<file path="src/rtl/fifo_pkg.sv">
`default_nettype none
// ============================================================================
// Module      : fifo_pkg
// Description : Shared async-FIFO helpers: Gray/binary conversion and depth
//               derivation. Used by both the read-side and write-side blocks.
// Revision    : 1.0 - initial release
// ============================================================================
package fifo_pkg;

  // Widest pointer the helpers handle. Callers cast their narrower pointer
  // up to this width and cast the result back down to their own width.
  localparam int MAX_PTR_W = 32;

  // Number of memory words addressed by an address of the given width.
  function automatic int depth_of(input int addr_width);
    return 32'sd1 <<< addr_width;
  endfunction

  // Binary to reflected Gray code.
  function automatic logic [MAX_PTR_W-1:0] bin2gray(input logic [MAX_PTR_W-1:0] b);
    return b ^ (b >> 1);
  endfunction

  // Gray to binary. Each binary bit is the XOR of the Gray bits at and above
  // it, which is the XOR of every right shift of the Gray word. Bits above
  // the caller's width are zero, so they do not disturb the result.
  function automatic logic [MAX_PTR_W-1:0] gray2bin(input logic [MAX_PTR_W-1:0] g);
    logic [MAX_PTR_W-1:0] b;
    b = g;
    for (int s = 1; s < MAX_PTR_W; s++) begin
      b = b ^ (g >> s);
    end
    return b;
  endfunction

endpackage : fifo_pkg
`default_nettype wire

</file>
<file path="src/rtl/rptr_empty_fwft_if.sv">
`default_nettype none
// ============================================================================
// Module      : rptr_empty_fwft_if
// Description : Signal bundle of the read-side FIFO block: synchronised write
//               pointer in, memory read port, Gray read pointer out, and the
//               first-word-fall-through consumer handshake.
// Revision    : 1.0 - initial release
// ============================================================================
interface rptr_empty_fwft_if #(
  parameter int ADDR_WIDTH = 3,
  parameter int DATA_WIDTH = 8
);

  // Pointer side
  logic [ADDR_WIDTH:0]   wptr_sync;
  logic [ADDR_WIDTH:0]   rptr;
  logic                  rempty;

  // Memory read port
  logic [ADDR_WIDTH-1:0] raddr;
  logic [DATA_WIDTH-1:0] mem_rdata;

  // Consumer handshake
  logic [DATA_WIDTH-1:0] dout;
  logic                  dout_valid;
  logic                  dout_ready;

  // Status
  logic [ADDR_WIDTH:0]   rlevel;
  logic                  level_err;

  // The read-side block itself
  modport slave (
    input  wptr_sync,
    input  mem_rdata,
    input  dout_ready,
    output raddr,
    output rptr,
    output rempty,
    output dout,
    output dout_valid,
    output rlevel,
    output level_err
  );

  // Whatever surrounds the block: memory, synchroniser and consumer
  modport master (
    output wptr_sync,
    output mem_rdata,
    output dout_ready,
    input  raddr,
    input  rptr,
    input  rempty,
    input  dout,
    input  dout_valid,
    input  rlevel,
    input  level_err
  );

endinterface : rptr_empty_fwft_if
`default_nettype wire

</file>
<file path="src/rtl/rptr_empty_fwft.sv">
`default_nettype none
// ============================================================================
// Module      : rptr_empty_fwft
// Description : Read-domain pointer, empty detection and first-word-fall-
//               through output register of the async FIFO. Also reports a
//               registered occupancy and a sticky pointer-consistency error.
// Revision    : 1.0 - initial release
// ============================================================================
module rptr_empty_fwft
  import fifo_pkg::*;
#(
  parameter int ADDR_WIDTH = 3,
  parameter int DATA_WIDTH = 8
) (
  input  wire logic        rclk,
  input  wire logic        rst,
  rptr_empty_fwft_if.slave bus
);

  localparam int                PTR_W   = ADDR_WIDTH + 1;
  localparam int                DEPTH   = depth_of(ADDR_WIDTH);
  localparam logic [PTR_W-1:0]  DEPTH_P = PTR_W'(DEPTH);
  localparam logic [PTR_W-1:0]  PTR_ONE = PTR_W'(1);

  // --------------------------------------------------------------------------
  // State
  // --------------------------------------------------------------------------
  logic [PTR_W-1:0]      r_rbin;        // binary read pointer, modulo 2*DEPTH
  logic [PTR_W-1:0]      r_rptr;        // Gray copy of r_rbin, crosses domains
  logic [DATA_WIDTH-1:0] r_dout;
  logic                  r_dout_valid;
  logic [PTR_W-1:0]      r_rlevel;
  logic                  r_level_err;

  // --------------------------------------------------------------------------
  // Combinational terms
  // --------------------------------------------------------------------------
  logic [PTR_W-1:0]      w_rbin_next;
  logic [PTR_W-1:0]      w_rptr_next;
  logic [PTR_W-1:0]      w_wbin;
  logic [PTR_W-1:0]      w_diff;
  logic                  w_level_over;
  logic                  w_rempty;
  logic                  w_stage_free;
  logic                  w_fetch;
  logic                  w_consume;

  assign w_rbin_next  = r_rbin + PTR_ONE;
  assign w_rptr_next  = PTR_W'(bin2gray(MAX_PTR_W'(w_rbin_next)));

  // Occupancy is taken in binary; the subtraction wraps modulo 2*DEPTH so a
  // write pointer that has lapped the read pointer's MSB still gives 0..DEPTH.
  assign w_wbin       = PTR_W'(gray2bin(MAX_PTR_W'(bus.wptr_sync)));
  assign w_diff       = w_wbin - r_rbin;
  assign w_level_over = (w_diff > DEPTH_P);

  // Exact Gray equality: the extra MSB separates empty from full. Both sides
  // are registers, so a stale wptr_sync can only make this pessimistically 1.
  assign w_rempty     = (r_rptr == bus.wptr_sync);

  // dout_ready only steers next-state; nothing it feeds reaches raddr/rptr
  // within the same cycle.
  assign w_stage_free = ~r_dout_valid | bus.dout_ready;
  assign w_fetch      = ~w_rempty & w_stage_free;
  assign w_consume    = r_dout_valid & bus.dout_ready;

  // --------------------------------------------------------------------------
  // Read pointer: advance in binary and Gray together on every fetch
  // --------------------------------------------------------------------------
  always_ff @(posedge rclk or posedge rst) begin
    if (rst) begin
      r_rbin <= '0;
      r_rptr <= '0;
    end else if (w_fetch) begin
      r_rbin <= w_rbin_next;
      r_rptr <= w_rptr_next;
    end
  end

  // --------------------------------------------------------------------------
  // FWFT output stage: load on fetch, drop valid on a consume with no refill
  // --------------------------------------------------------------------------
  always_ff @(posedge rclk or posedge rst) begin
    if (rst) begin
      r_dout       <= '0;
      r_dout_valid <= 1'b0;
    end else if (w_fetch) begin
      r_dout       <= bus.mem_rdata;
      r_dout_valid <= 1'b1;
    end else if (w_consume) begin
      r_dout_valid <= 1'b0;
    end
  end

  // --------------------------------------------------------------------------
  // Occupancy register and sticky over-depth error
  // --------------------------------------------------------------------------
  always_ff @(posedge rclk or posedge rst) begin
    if (rst) begin
      r_rlevel    <= '0;
      r_level_err <= 1'b0;
    end else begin
      r_rlevel <= w_diff;
      if (w_level_over) begin
        r_level_err <= 1'b1;
      end
    end
  end

  // --------------------------------------------------------------------------
  // Outputs
  // --------------------------------------------------------------------------
  assign bus.raddr      = r_rbin[ADDR_WIDTH-1:0];
  assign bus.rptr       = r_rptr;
  assign bus.rempty     = w_rempty;
  assign bus.dout       = r_dout;
  assign bus.dout_valid = r_dout_valid;
  assign bus.rlevel     = r_rlevel;
  assign bus.level_err  = r_level_err;

endmodule : rptr_empty_fwft
`default_nettype wire

</file>
<file path="src/flat_wrapper.sv">
// flat-port wrapper written by rule: the top's interface ports become plain ports
module rptr_empty_fwft_flat import fifo_pkg::*;
#(
  parameter int ADDR_WIDTH = 3,
  parameter int DATA_WIDTH = 8
)
  (rclk, rst, bus_wptr_sync, bus_mem_rdata, bus_dout_ready, bus_raddr, bus_rptr, bus_rempty, bus_dout, bus_dout_valid, bus_rlevel, bus_level_err);
  rptr_empty_fwft_if #(.ADDR_WIDTH(ADDR_WIDTH), .DATA_WIDTH(DATA_WIDTH)) bus_i ();
  input  wire logic rclk;
  input  wire logic rst;
  input wire logic [$bits(bus_i.wptr_sync)-1:0] bus_wptr_sync;
  input wire logic [$bits(bus_i.mem_rdata)-1:0] bus_mem_rdata;
  input wire logic [$bits(bus_i.dout_ready)-1:0] bus_dout_ready;
  output wire logic [$bits(bus_i.raddr)-1:0] bus_raddr;
  output wire logic [$bits(bus_i.rptr)-1:0] bus_rptr;
  output wire logic [$bits(bus_i.rempty)-1:0] bus_rempty;
  output wire logic [$bits(bus_i.dout)-1:0] bus_dout;
  output wire logic [$bits(bus_i.dout_valid)-1:0] bus_dout_valid;
  output wire logic [$bits(bus_i.rlevel)-1:0] bus_rlevel;
  output wire logic [$bits(bus_i.level_err)-1:0] bus_level_err;
  assign bus_i.wptr_sync = bus_wptr_sync;
  assign bus_i.mem_rdata = bus_mem_rdata;
  assign bus_i.dout_ready = bus_dout_ready;
  assign bus_raddr = bus_i.raddr;
  assign bus_rptr = bus_i.rptr;
  assign bus_rempty = bus_i.rempty;
  assign bus_dout = bus_i.dout;
  assign bus_dout_valid = bus_i.dout_valid;
  assign bus_rlevel = bus_i.rlevel;
  assign bus_level_err = bus_i.level_err;
  rptr_empty_fwft #(.ADDR_WIDTH(ADDR_WIDTH), .DATA_WIDTH(DATA_WIDTH)) u_core (.rclk(rclk), .rst(rst), .bus(bus_i));
endmodule
</file>
<file path="config.mk">
export PLATFORM = sky130hd
export DESIGN_NAME = rptr_empty_fwft_flat
export DESIGN_NICKNAME = d
export VERILOG_FILES = /design/src/rtl/fifo_pkg.sv /design/src/rtl/rptr_empty_fwft_if.sv /design/src/rtl/rptr_empty_fwft.sv /design/src/flat_wrapper.sv
export SDC_FILE = /design/constraint.sdc
export NUM_CORES = 1
export LEC_CHECK = 0
export ABC_CLOCK_PERIOD_IN_PS = 2350
export CORE_UTILIZATION = 44
export CTS_BUF_LIST = sky130_fd_sc_hd__clkbuf_16
export CTS_CLUSTER_DIAMETER = 60
export CTS_CLUSTER_SIZE = 25
export DETAILED_ROUTE_END_ITERATION = 12
export HOLD_SLACK_MARGIN = 0.1
export PLACE_DENSITY_LB_ADDON = 0.3
export SLEW_MARGIN = 20
export SYNTH_ARGS = -nofsm -noshare
export SYNTH_HDL_FRONTEND = slang
export SYNTH_SLANG_ARGS = --single-unit
</file>
<file path="constraint.sdc">
create_clock -name rclk -period 2.35 [get_ports rclk]
set_clock_uncertainty 0.15 [all_clocks]
set_input_delay 0.47 -clock rclk [delete_from_list [all_inputs] [get_ports rclk]]
set_output_delay 0.47 -clock rclk [all_outputs]
set_load 0.005 [all_outputs]
</file>
==> results.txt <==
----------------------------------------------------
[Outcome]
  Run status ... complete, but fails checks
  Violated checks ... negative setup slack

[Final layout]
  Fraction of layout cells with a size suffix above 1 ... ~27%
  Filler cell count ... 161
  Final std cells w/o fill ... 156
  Post-route cell area ... 1620 µm²
  Final layout net count ... around 150
  Utilization after layout ... 73.1%
  Count of antenna diodes in the layout ... 0
  Growth of design area from synthesis to finish ... 55.4%

[STA]
  Setup repair after global routing missed its margin ... yes
  Period minus WS final ... 2370 ps
  Highest clock frequency the design can meet ... ~420 MHz
  Worst-Margin Slew ... between 200 and 300 ps
  Number of endpoints failing setup at the final stage ... 1
  Count of final hold-check violations ... 0
  Max-slew headroom ... roughly four fifths
  Worst setup margin ... -16.2 ps
  Fraction of the cycle the final worst path needs ... 101%
  Count of pins over their slew limit ... 0
  Final total negative setup slack ... -16.2 ps

[Synthesis]
  Top cells by area, synth ... sky130_fd_sc_hd__dfrtp_1, sky130_fd_sc_hd__xnor2_1, sky130_fd_sc_hd__mux2_4
  Syn. warnings ... 0
  Synthesized instance count ... 79
  Number of distinct library cells after synthesis ... 21
  Number of nets in the synthesized netlist ... 99
  Mapped Area ... between 1000 and 1500 µm²
  Compound-Gate Fraction of Synth Area ... roughly 3.6%
  Average size of a mapped cell ... 13.2 µm²
  Synth top area share ... 50.5%
  Synthesis-stage register bit count ... 21
  Proportion of synthesized area in mux cells ... 13.7%
  Biggest area consumer among synthesized cells ... sky130_fd_sc_hd__dfrtp_1
  Seq/Total Area, Yosys ... around half
  Simple-gate share of the synthesized area ... between 6 and 7%
  Synthesized-area fraction occupied by adder cells ... 6.73%
  Post-Synth XOR/XNOR Area ... 14.3%
  Main combinational cell family by area after synthesis ... XOR/XNOR gates

[Global routing]
  Pin count of the biggest net entering global routing ... 22
  Global-route usage over all layers ... 17.6%
  Antenna violations before repair ... 0
  Number of global-route vias before repair ... 748
  Remaining global-route overflow ... 0
  Wire length of the first global-routing pass ... between 3000 and 4000 µm

[Place]
  Post-detailed-placement cell area ... between 1500 and 2000 µm²
  Routability congestion estimate from global placement ... 0.856
  Placed cells ... 150
  Post-DP HPWL ... 1540 µm
  Count of port buffers added during placement ... 36

[Worst setup path]
  Required time worst endpoint ... 2340 ps
  Type of the worst setup path ... in -> reg
  Critical path startpoint category ... input port
  Startpoint of the worst-slack reg-to-reg timing path ... u_core.r_rbin[0]$_DFFE_PP0P_
  Critical Path End Type ... flip-flop
  Endpoint of the worst register-to-register path ... u_core.bus.level_err$_DFFE_PP0N_
  R2R cell count ... 5
  Biggest fanout along the worst timing path ... 2
  Reg-to-reg slack, setup ... 270 ps
  Crit path DAT ... 2360 ps

[Pwr]
  Highest ir drop seen on vdd ... 1030 µV
  Total power draw ... 2.04 mW
  Leakage power total ... approximately 0.72 nW
  Power per cell area ... about 1300 nW/µm²

[Worst hold path]
  Startpoint of the most critical hold path ... u_core.bus.level_err$_DFFE_PP0N_
  Hold EP ... u_core.bus.level_err$_DFFE_PP0N_
  Hold WC Path Type ... reg -> reg
  Cell depth of the worst min-delay path ... 1

[Routing]
  Total Wirelength ... roughly 2000 µm
  Number of vias per cell ... between 4 and 5
  Post-route antenna net violation count ... 0
  Routed wire per std cell ... 12.8 µm
  Via count ... about 750
  First drt pass iteration count ... 4
  Count of routing violations after the opening detailed-route iteration ... 12
  Number of remaining DRC errors ... 0

[Die]
  Die Area ... 2560 µm²
  Core area ... 2210 µm²
  Site Rows ... 17
  I/O pin cnt ... 37
  Initial cell density of the core ... 47.1%
  Die Wd ... roughly 50 µm
  DIE HEIGHT ... 50.6 µm

[Clocking]
  Root Buffer Master ... sky130_fd_sc_hd__clkbuf_16
  Number of hold-repair buffers added at the cts stage ... 0
  TritonCTS clock tree ... yes
  Total number of clock tree sinks ... 21
  Insertion delay of the later-clocked pin in the worst-skew pair ... 250 ps
  TritonCTS Buffers ... 3
  Register clock-pin slew on the reported worst setup and hold paths ... 60 ps
  Worst-case clock buffer depth ... 2
  H-Tree Depth ... 1

[Flow run]
  Max-cap viol count ... 0

----------------------------------------------------
-- cell type report --
type / instances / area, µm² / share of cell area, %
tap: 28 / 35.0 / 2.17
inverter: 6 / 22.5 / 1.39
clock inverter: 1 / 3.75 / 0.232
sequential: 21 / 526 / 32.5
multi-input combinational: 50 / 502 / 31.0
clock buffer: 3 / 75.1 / 4.64
timing repair buffer: 47 / 454 / 28.1
-- per-layer routing --
layer / global-route usage (%) / share of wire (%) / up-vias
li1: - / - / 361
met1: 23.2 / 43 / 365
met2: 27.8 / 50 / 23
met3: 2.42 / 5.2 / 4
met4: 9.72 / 1.4 / 0
met5: 0 / 0 / -
-- state kept, by name, summed over array words and instances, names as in the netlist --
name                   flops
u_core.bus.rlevel          4
u_core.r_rbin              3
u_core.bus.rptr            4
u_core.bus.level_err       1
u_core.bus.dout_valid      1
u_core.bus.dout            8
-- placed cells by master (no fill, tap or decap), drive strengths merged --
cell type	Yosys	final
nand2	5	5
and2	1	1
clkdlybuf4s50	0	31
or3	2	2
nor4	1	1
o21a	1	1
o41a	1	1
mux2	11	11
dfrtp	21	21
fa	1	1
nor2b	1	1
xor2	8	8
nand4	1	1
nand2b	1	1
inv	6	7
clkbuf	0	4
o21ai	2	2
dlygate4sd2	0	2
xnor2	9	9
a31o	1	1
buf	2	13
ha	4	4
-- what timing repair did --
item / CTS / global route
endpoints found under the setup margin: 3 / 2
buffers inserted: 2 / 0
pin swaps: 6 / 5
gates resized for setup: 19 / 3
-- cell usage after synthesis --
| cell | number |
|---|---|
| sky130_fd_sc_hd__dfrtp_1 | 21 |
| sky130_fd_sc_hd__xnor2_1 | 9 |
| sky130_fd_sc_hd__xor2_1 | 8 |
| sky130_fd_sc_hd__inv_1 | 6 |
| sky130_fd_sc_hd__mux2_2 | 6 |
| sky130_fd_sc_hd__mux2_4 | 5 |
| sky130_fd_sc_hd__nand2_1 | 5 |
| sky130_fd_sc_hd__ha_1 | 4 |
| sky130_fd_sc_hd__o21ai_0 | 2 |
| sky130_fd_sc_hd__or3_1 | 2 |
| sky130_fd_sc_hd__a31o_2 | 1 |
| sky130_fd_sc_hd__and2_1 | 1 |
| sky130_fd_sc_hd__buf_12 | 1 |
| sky130_fd_sc_hd__buf_6 | 1 |
| sky130_fd_sc_hd__fa_1 | 1 |
| sky130_fd_sc_hd__nand2b_1 | 1 |
| sky130_fd_sc_hd__nand4_1 | 1 |
| sky130_fd_sc_hd__nor2b_1 | 1 |
| sky130_fd_sc_hd__nor4_1 | 1 |
| sky130_fd_sc_hd__o21a_1 | 1 |
| sky130_fd_sc_hd__o41a_1 | 1 |
-- kinds of logic (layout without fill, tap and decap cells) --
group	Yosys count	count (layout)
buffers and inverters	8	57
AND/OR/NAND/NOR	12	12
multiplexers	11	11
AO/OA/AOI/OAI	5	5
flip-flops	21	21
XOR/XNOR	17	17
adder cells (fa/ha/maj)	5	5
-- how the worst max path moves through the flow --
stage                                 from  slack (ps)                          endpoint
after floorplan           bus_wptr_sync[3]        -120  u_core.bus.level_err$_DFFE_PP0N_
after global placement    bus_wptr_sync[3]        -630  u_core.bus.level_err$_DFFE_PP0N_
after detailed placement  bus_wptr_sync[3]        -710  u_core.bus.level_err$_DFFE_PP0N_
after CTS                 bus_wptr_sync[2]         -90  u_core.bus.level_err$_DFFE_PP0N_
after global routing      bus_wptr_sync[2]         -80  u_core.bus.level_err$_DFFE_PP0N_
final                     bus_wptr_sync[2]         -20  u_core.bus.level_err$_DFFE_PP0N_
-- through the flow --
stage	setup slack, ps	hold WS (ps)
floorplan	-115	297
global placement	-630	306
detailed placement	-708	310
CTS	-85.7	323
global route	-82.0	350
finish	-16.2	321
-- worst max-delay path, cell delays in order --
cell and delay, ps:
sky130_fd_sc_hd__buf_8 110, sky130_fd_sc_hd__xor2_4 180, sky130_fd_sc_hd__xnor2_2 140, sky130_fd_sc_hd__xor2_1 150, sky130_fd_sc_hd__ha_2 190, sky130_fd_sc_hd__fa_1 510, sky130_fd_sc_hd__inv_2 40, sky130_fd_sc_hd__or3_1 360
sky130_fd_sc_hd__a31o_2 200
-- power breakdown --
group | internal (mW) | total (mW) | leakage [nW] | switching, mW
logic | 0.682 | 1.07 | 0.436 | 0.383
registers | 0.512 | 0.634 | 0.240 | 0.122
clock network | 0.226 | 0.346 | 0.0423 | 0.120
Note: power is estimated with default switching activity, not from simulation.
